--- config.mk ---
export PLATFORM = sky130hd
export DESIGN_NAME = bit_deser
export DESIGN_NICKNAME = d
export VERILOG_FILES = /design/src/rtl/bit_deser.sv
export SDC_FILE = /design/constraint.sdc
export NUM_CORES = 1
export LEC_CHECK = 0
export CAP_MARGIN = 20
export CORE_MARGIN = 10
export CORE_UTILIZATION = 50
export CTS_CLUSTER_SIZE = 40
export DETAILED_ROUTE_END_ITERATION = 8
export PLACE_DENSITY_LB_ADDON = 0.1
export SKIP_CTS_REPAIR_TIMING = 1
export SYNTH_ARGS = -nofsm -noshare
export SYNTH_HDL_FRONTEND = slang
export SYNTH_SLANG_ARGS = --single-unit
--- constraint.sdc ---
create_clock -name CLK -period 2 [get_ports CLK]
set_input_delay 0.3 -clock CLK [delete_from_list [all_inputs] [get_ports CLK]]
set_output_delay 0.3 -clock CLK [all_outputs]
set_load 0.1 [all_outputs]
--- src/rtl/bit_deser.sv ---
// Serial-to-parallel receiver: 1 start, 8 data bits LSB-first, 1 stop, one bit per CLK, with a one-byte valid/ready buffer.
// Define BIT_DESER_PARITY_EN to add an even-parity bit after the data bits; without it PERR is tied low.
module bit_deser (
    input  logic       CLK,
    input  logic       RST_N,
    input  logic       SIN,
    output logic [7:0] DOUT,
    output logic       DVALID,
    input  logic       DREADY,
    output logic       PERR,
    output logic       FERR,
    output logic       OVR,
    input  logic       OVR_CLR
);

    typedef enum logic [2:0] {
        ST_IDLE  = 3'd0,
        ST_DATA  = 3'd1,
`ifdef BIT_DESER_PARITY_EN
        ST_PAR   = 3'd2,
`endif
        ST_STOP  = 3'd3,
        ST_BREAK = 3'd4
    } state_t;

`ifdef BIT_DESER_PARITY_EN
    function automatic logic parity_error(input logic [7:0] data, input logic par_bit);
        return ^{data, par_bit};
    endfunction

    localparam state_t ST_AFTER_DATA = ST_PAR;
`else
    localparam state_t ST_AFTER_DATA = ST_STOP;
`endif

    state_t     state_q, state_d;
    logic [2:0] cnt_q, cnt_d;
    logic [7:0] shift_q, shift_d;
    logic [7:0] dout_q, dout_d;
    logic       dvalid_q, dvalid_d;
    logic       ferr_q, ferr_d;
    logic       ovr_q, ovr_d;
    logic       frame_good_s;
    logic       ovr_set_s;
`ifdef BIT_DESER_PARITY_EN
    logic       par_err_q, par_err_d;
    logic       perr_q, perr_d;
`endif

    // Receive FSM next state plus output-buffer and overrun next state.
    always_comb begin
        state_d      = state_q;
        cnt_d        = cnt_q;
        shift_d      = shift_q;
        ferr_d       = 1'b0;
        frame_good_s = 1'b0;
`ifdef BIT_DESER_PARITY_EN
        par_err_d    = par_err_q;
        perr_d       = 1'b0;
`endif
        case (state_q)
            ST_IDLE: begin
                if (!SIN) begin
                    state_d = ST_DATA;
                    cnt_d   = 3'd0;
                end else begin
                    state_d = ST_IDLE;
                end
            end
            ST_DATA: begin
                shift_d[cnt_q] = SIN;
                if (cnt_q == 3'd7) begin
                    state_d = ST_AFTER_DATA;
                    cnt_d   = 3'd0;
                end else begin
                    cnt_d   = cnt_q + 3'd1;
                end
            end
`ifdef BIT_DESER_PARITY_EN
            ST_PAR: begin
                par_err_d = parity_error(shift_q, SIN);
                state_d   = ST_STOP;
            end
`endif
            ST_STOP: begin
                if (SIN) begin
                    state_d = ST_IDLE;
`ifdef BIT_DESER_PARITY_EN
                    if (par_err_q) begin
                        perr_d = 1'b1;
                    end else begin
                        frame_good_s = 1'b1;
                    end
`else
                    frame_good_s = 1'b1;
`endif
                end else begin
                    // Low stop bit is a framing error; wait out the break before hunting for a start.
                    state_d = ST_BREAK;
                    ferr_d  = 1'b1;
                end
            end
            ST_BREAK: begin
                if (SIN) begin
                    state_d = ST_IDLE;
                end else begin
                    state_d = ST_BREAK;
                end
            end
            default: begin
                state_d = ST_IDLE;
                cnt_d   = 3'd0;
            end
        endcase

        dout_d    = dout_q;
        dvalid_d  = dvalid_q;
        ovr_set_s = 1'b0;
        if (frame_good_s) begin
            if (!dvalid_q || DREADY) begin
                dout_d   = shift_q;
                dvalid_d = 1'b1;
            end else begin
                ovr_set_s = 1'b1;
            end
        end else if (dvalid_q && DREADY) begin
            dvalid_d = 1'b0;
        end else begin
            dvalid_d = dvalid_q;
        end

        if (ovr_set_s) begin
            ovr_d = 1'b1;
        end else if (OVR_CLR) begin
            ovr_d = 1'b0;
        end else begin
            ovr_d = ovr_q;
        end
    end

    // State, datapath and registered outputs.
    always_ff @(posedge CLK or negedge RST_N) begin
        if (!RST_N) begin
            state_q   <= ST_IDLE;
            cnt_q     <= 3'd0;
            shift_q   <= 8'h00;
            dout_q    <= 8'h00;
            dvalid_q  <= 1'b0;
            ferr_q    <= 1'b0;
            ovr_q     <= 1'b0;
`ifdef BIT_DESER_PARITY_EN
            par_err_q <= 1'b0;
            perr_q    <= 1'b0;
`endif
        end else begin
            state_q   <= state_d;
            cnt_q     <= cnt_d;
            shift_q   <= shift_d;
            dout_q    <= dout_d;
            dvalid_q  <= dvalid_d;
            ferr_q    <= ferr_d;
            ovr_q     <= ovr_d;
`ifdef BIT_DESER_PARITY_EN
            par_err_q <= par_err_d;
            perr_q    <= perr_d;
`endif
        end
    end

    assign DOUT   = dout_q;
    assign DVALID = dvalid_q;
    assign FERR   = ferr_q;
    assign OVR    = ovr_q;
`ifdef BIT_DESER_PARITY_EN
    assign PERR   = perr_q;
`else
    assign PERR   = 1'b0;
`endif

endmodule
Word-level counts from Yosys, hierarchy flattened
Cells that the tools add are included.
- input bits: 5
- ROM bits: 0
- memories kept: 0
- bits in latches: 0
- flip-flop bits (word level): 25
- memory bits (writable): 0
- logic and storage cells: 50
- div/mod/pow operators: 0
- bitwise operators: 1
- shifts and indexed selects: 0
- reduce and logical (&&, ||, !) cells: 11
- multipliers: 0
- equality and inequality tests: 7
- add/subtract/negate cells: 1
- mux-type cells: 21
- order comparisons: 2
- operator list (kind ; count):
    $pmux W3 S3 ; 2
    $mux W1 ; 13
    $mux W3 ; 4
    $bwmux W8 ; 1
    $eq A3 B3 Y1 const B ; 2
    $reduce_and A2 Y1 ; 3
    $lt A3 B4 Y1 const B ; 1
    $ne A2 B2 Y1 const B ; 2
    $reduce_bool A2 Y1 ; 2
    $add A3 B1 Y3 const B ; 1
    $demux W1 S3 ; 1
    $eq A3 B1 Y1 const B ; 1
    $eq A3 B2 Y1 const B ; 1
    $ge A3 B1 Y1 const B ; 1
    $logic_not A3 Y1 ; 1
    $logic_and A1 B1 Y1 ; 2
    $ne A2 B1 Y1 const B ; 1
    $reduce_or A2 Y1 ; 1
    $logic_not A1 Y1 ; 1
    $logic_or A1 B1 Y1 ; 1
    $not A1 Y1 ; 1

Longest topological paths before layout
- depth in word-level cells: 5
- gate-level depth with buffers: 5
- depth with buffers taken out: 5

Least setup slack after synthesis
No wires, ideal clock.
- path kind: flip-flop to flip-flop
- start: register dvalid_q, in the netlist DVALID
- end: register dout_q[0], in the netlist DOUT[0]
- data required time: 1875 ps
- arrival: 1625 ps
- clock period less this slack: 1751 ps
- stages on the path, launching flop included: 5
- setup slack: 249 ps
- library setup time: 125 ps
- cells stage by stage: dfrtp_1 > nand2b_1 > nor2b_1 > buf_6 > mux2_2
- cells in the longest elaborated chain, start to end: 3
- ends and longest elaborated chain (element ; line ; source):
    start: declaration ; 40 ; logic dvalid_q, dvalid_d;
    start signal: assignment ; 160 ; dvalid_q <= dvalid_d;
    $logic_not A1 Y1 ; 120 ; if (!dvalid_q || DREADY) begin
    $logic_or A1 B1 Y1 ; 120 ;
    $reduce_and A2 Y1 (no source line) ; -- ;
    end signal: assignment ; 159 ; dout_q <= dout_d;
    end: declaration ; 39 ; logic [7:0] dout_q, dout_d;
No other way between the ends.
A chain may end at the register's enable or synchronous reset.

Final worst setup path
- start: register state_q[1]
- end: register dout_q[1], in the netlist DOUT[1]
- cells in the longest elaborated chain, start to end: 3
- ends and longest elaborated chain (element ; line ; source):
    start: declaration ; 36 ; state_t state_q, state_d;
    start signal: assignment ; 156 ; state_q <= state_d;
    $eq A3 B2 Y1 ; 61 ; case (state_q)
    $mux W1 ; 61 ;
    $reduce_and A2 Y1 (no source line) ; -- ;
No other way between the ends.

==> summary.md <==
| Metric | Value |
|---|---|
| Run status | finished, final reports clean |
| DR WL/cell | 13.07 µm |
| Largest net degree at the start of global routing | 26 |
| Drt pass-1 iters | 4 |
| CTS tree | built |
| Syn nets | 91 |
| Setup crit end kind | register |
| #FFs+latches synth | 25 |
| Crit-path cells | nand4b_1 -> nor2b_1 -> buf_4 -> mux2_2 |
| Asr flop ratio synth | 100.0% |
| CP arrival | 1.77 ns |
| Antenna cells | 0 |
| Final TNS setup | 0 ns |
| Met3 wire len | 128 µm |
| Drt drc | 0 |
| Critical path type | register to register |
| Min-Delay Path Class | input port to async pin |
| Wl on met1 | 794 µm |
| Worst Setup Slack, final | 0.4347 ns |
| Vias in the first global route | 663 |
| Minimum clock period | 1.565 ns |
| Post-synthesis sequential area ratio | 56.43% |
| Final Cell Area | 1280 µm² |
| CTS max path bufs | 2 |
| Area Growth Syn to Fin | 15.46% |
| CTS clk-pin slew, worst paths | 0.13 ns |
| Synth Flop Type | dfrtp_1 |
| Layout cells sized above 1 | 35.29% |
| GP Congestion | 0.7163 |
| EDFF count, synth | 0 |
| Drt total wl | 1686 µm |
| Placed instance area | 1250 µm² |
| Leading area contributor after synthesis | dfrtp_1 |
| Distinct cell type count after synthesis | 25 |
| Post-Route Skew | 0.009943 ns |
| Hold_ws | 0.3314 ns |
| Most frequent cells in the layout | dfrtp_1 (25), mux2_2 (15), buf_4 (14) |
| Syn_area_per_cell | 13.20 µm² |
| Final Hold Viols | 0 |
| R2R cell count | 4 |
| Fmax | 638.8 MHz |
| FP Rows | 16 |
| MaxCap Viol Count | 0 |
| ANT nets after route | 0 |
| Crit-path max cell delay | 0.60 ns |
| CTS root buffer | clkbuf_4 |
| I/O Buffers | 15 |
| Die H | 67.09 µm |
| Overflow after GRT | 0 |
| Worst-skew pair later-pin latency | 0.31 ns |
| Syn Std Cell Area | 1109 µm² |
| Via count | 657 |
| Critical path's slowest cell | dfrtp_1 |
| WP buf/inv | 1 |
| Cells after Synth | 84 |
| Layout Nets | 110 |
| Area share of the largest cell type after synthesis | 56.43% |
| Die area | 4500 µm² |
| Core ar. | 2042 µm² |
| GR Util All Layers | 8.498% |
| Met2 WL post-DR | 747 µm |
| H-tree Lvls | 1 |
| Slew Viols, Final | 0 |
| Initial antenna violation count | 0 |
| Clock sink count | 25 |
| Highest routed layer | met4 |
| Final worst path period share | 78.27% |
| Hpwl dp | 1312 µm |
| Initial Utilization | 54.29% |
| Io pins | 17 |
| DRT iter0 DRCs | 14 |
| CTS Buf Count | 3 |
| Drt via density | 5.093 |
| Yosys warnings | 0 |
| Commonest non-fill, non-tap cell in the layout | dfrtp_1 |
| Family with the most delay on the worst path | flip-flops |
| Final number of setup-violating endpoints | 0 |
| Worst slack, placed | 0.2511 ns |
| CP Max Fanout | 11 |
| Die width | 67.09 µm |
| Unrepaired setup endpoints after global routing | no |
| CP required | 2.20 ns |
| Worst path depth | 4 |
| Critical Path Start Type | register |
| First-pass GRT wire length | 2946 µm |
| Top post-synthesis cells by area | dfrtp_1 (56%), mux2_2 (15%), nand2_1 (2.7%) |
## flip-flops by register name, indices dropped and copies added, names as in the netlist
register	cells
DOUT	8
shift_q	8
cnt_q	3
FERR	1
DVALID	1
OVR	1
state_q	3
## cells by family after synthesis
family / after synthesis / synth area share [%]
flops: 25 / 56.43
simple gates: 24 / 13.32
mux: 18 / 18.40
compound gates: 8 / 5.193
buf+inv: 6 / 4.063
fa+ha+maj: 2 / 2.257
other cells: 1 / 0.3383
## area by class of cell
type,count,area [µm²]
fillers,174,762.0
flip-flops and latches,25,625.6
multi-input cells,53,437.9
repair buffers,18,145.1
well taps,27,33.78
clock buffers,3,22.52
clock inverters,1,7.507
inverters,2,7.507
## worst paths after layout
| check | from | to | slack [ns] |
|---|---|---|---|
| min | RST_N | DOUT[7] | 0.33 |
| max in group asynchronous | RST_N | cnt_q[2] | 1.43 |
| max | state_q[1] | DOUT[1] | 0.43 |
| min in group CLK | shift_q[4] | shift_q[4] | 0.52 |
| max reg2reg | state_q[1] | DOUT[1] | 0.43 |
| min reg2reg | shift_q[4] | shift_q[4] | 0.52 |
## through the flow
stage,std cells,utilization [%]
after detailed placement,125,61.21
after global placement,125,61.21
after global routing,129,62.68
after floorplan,84,-
after CTS,129,62.68
final,129,62.68
## layer usage
| layer | global-route usage [%] | up-vias |
|---|---|---|
| li1 | - | 331 |
| met1 | 9.709 | 308 |
| met2 | 13.03 | 16 |
| met3 | 3.177 | 2 |
| met4 | 5.385 | 0 |
| met5 | 0 | - |
## Yosys cell counts (3+ instances only)
library cell / count
o2bb2ai_1: 3
mux2_2: 15
dfrtp_1: 25
nand2_1: 8
nor2b_1: 3
nor2_1: 3
Power is not shown: default switching activity piles up to over one toggle a cycle in this logic, so the estimate is an artifact.
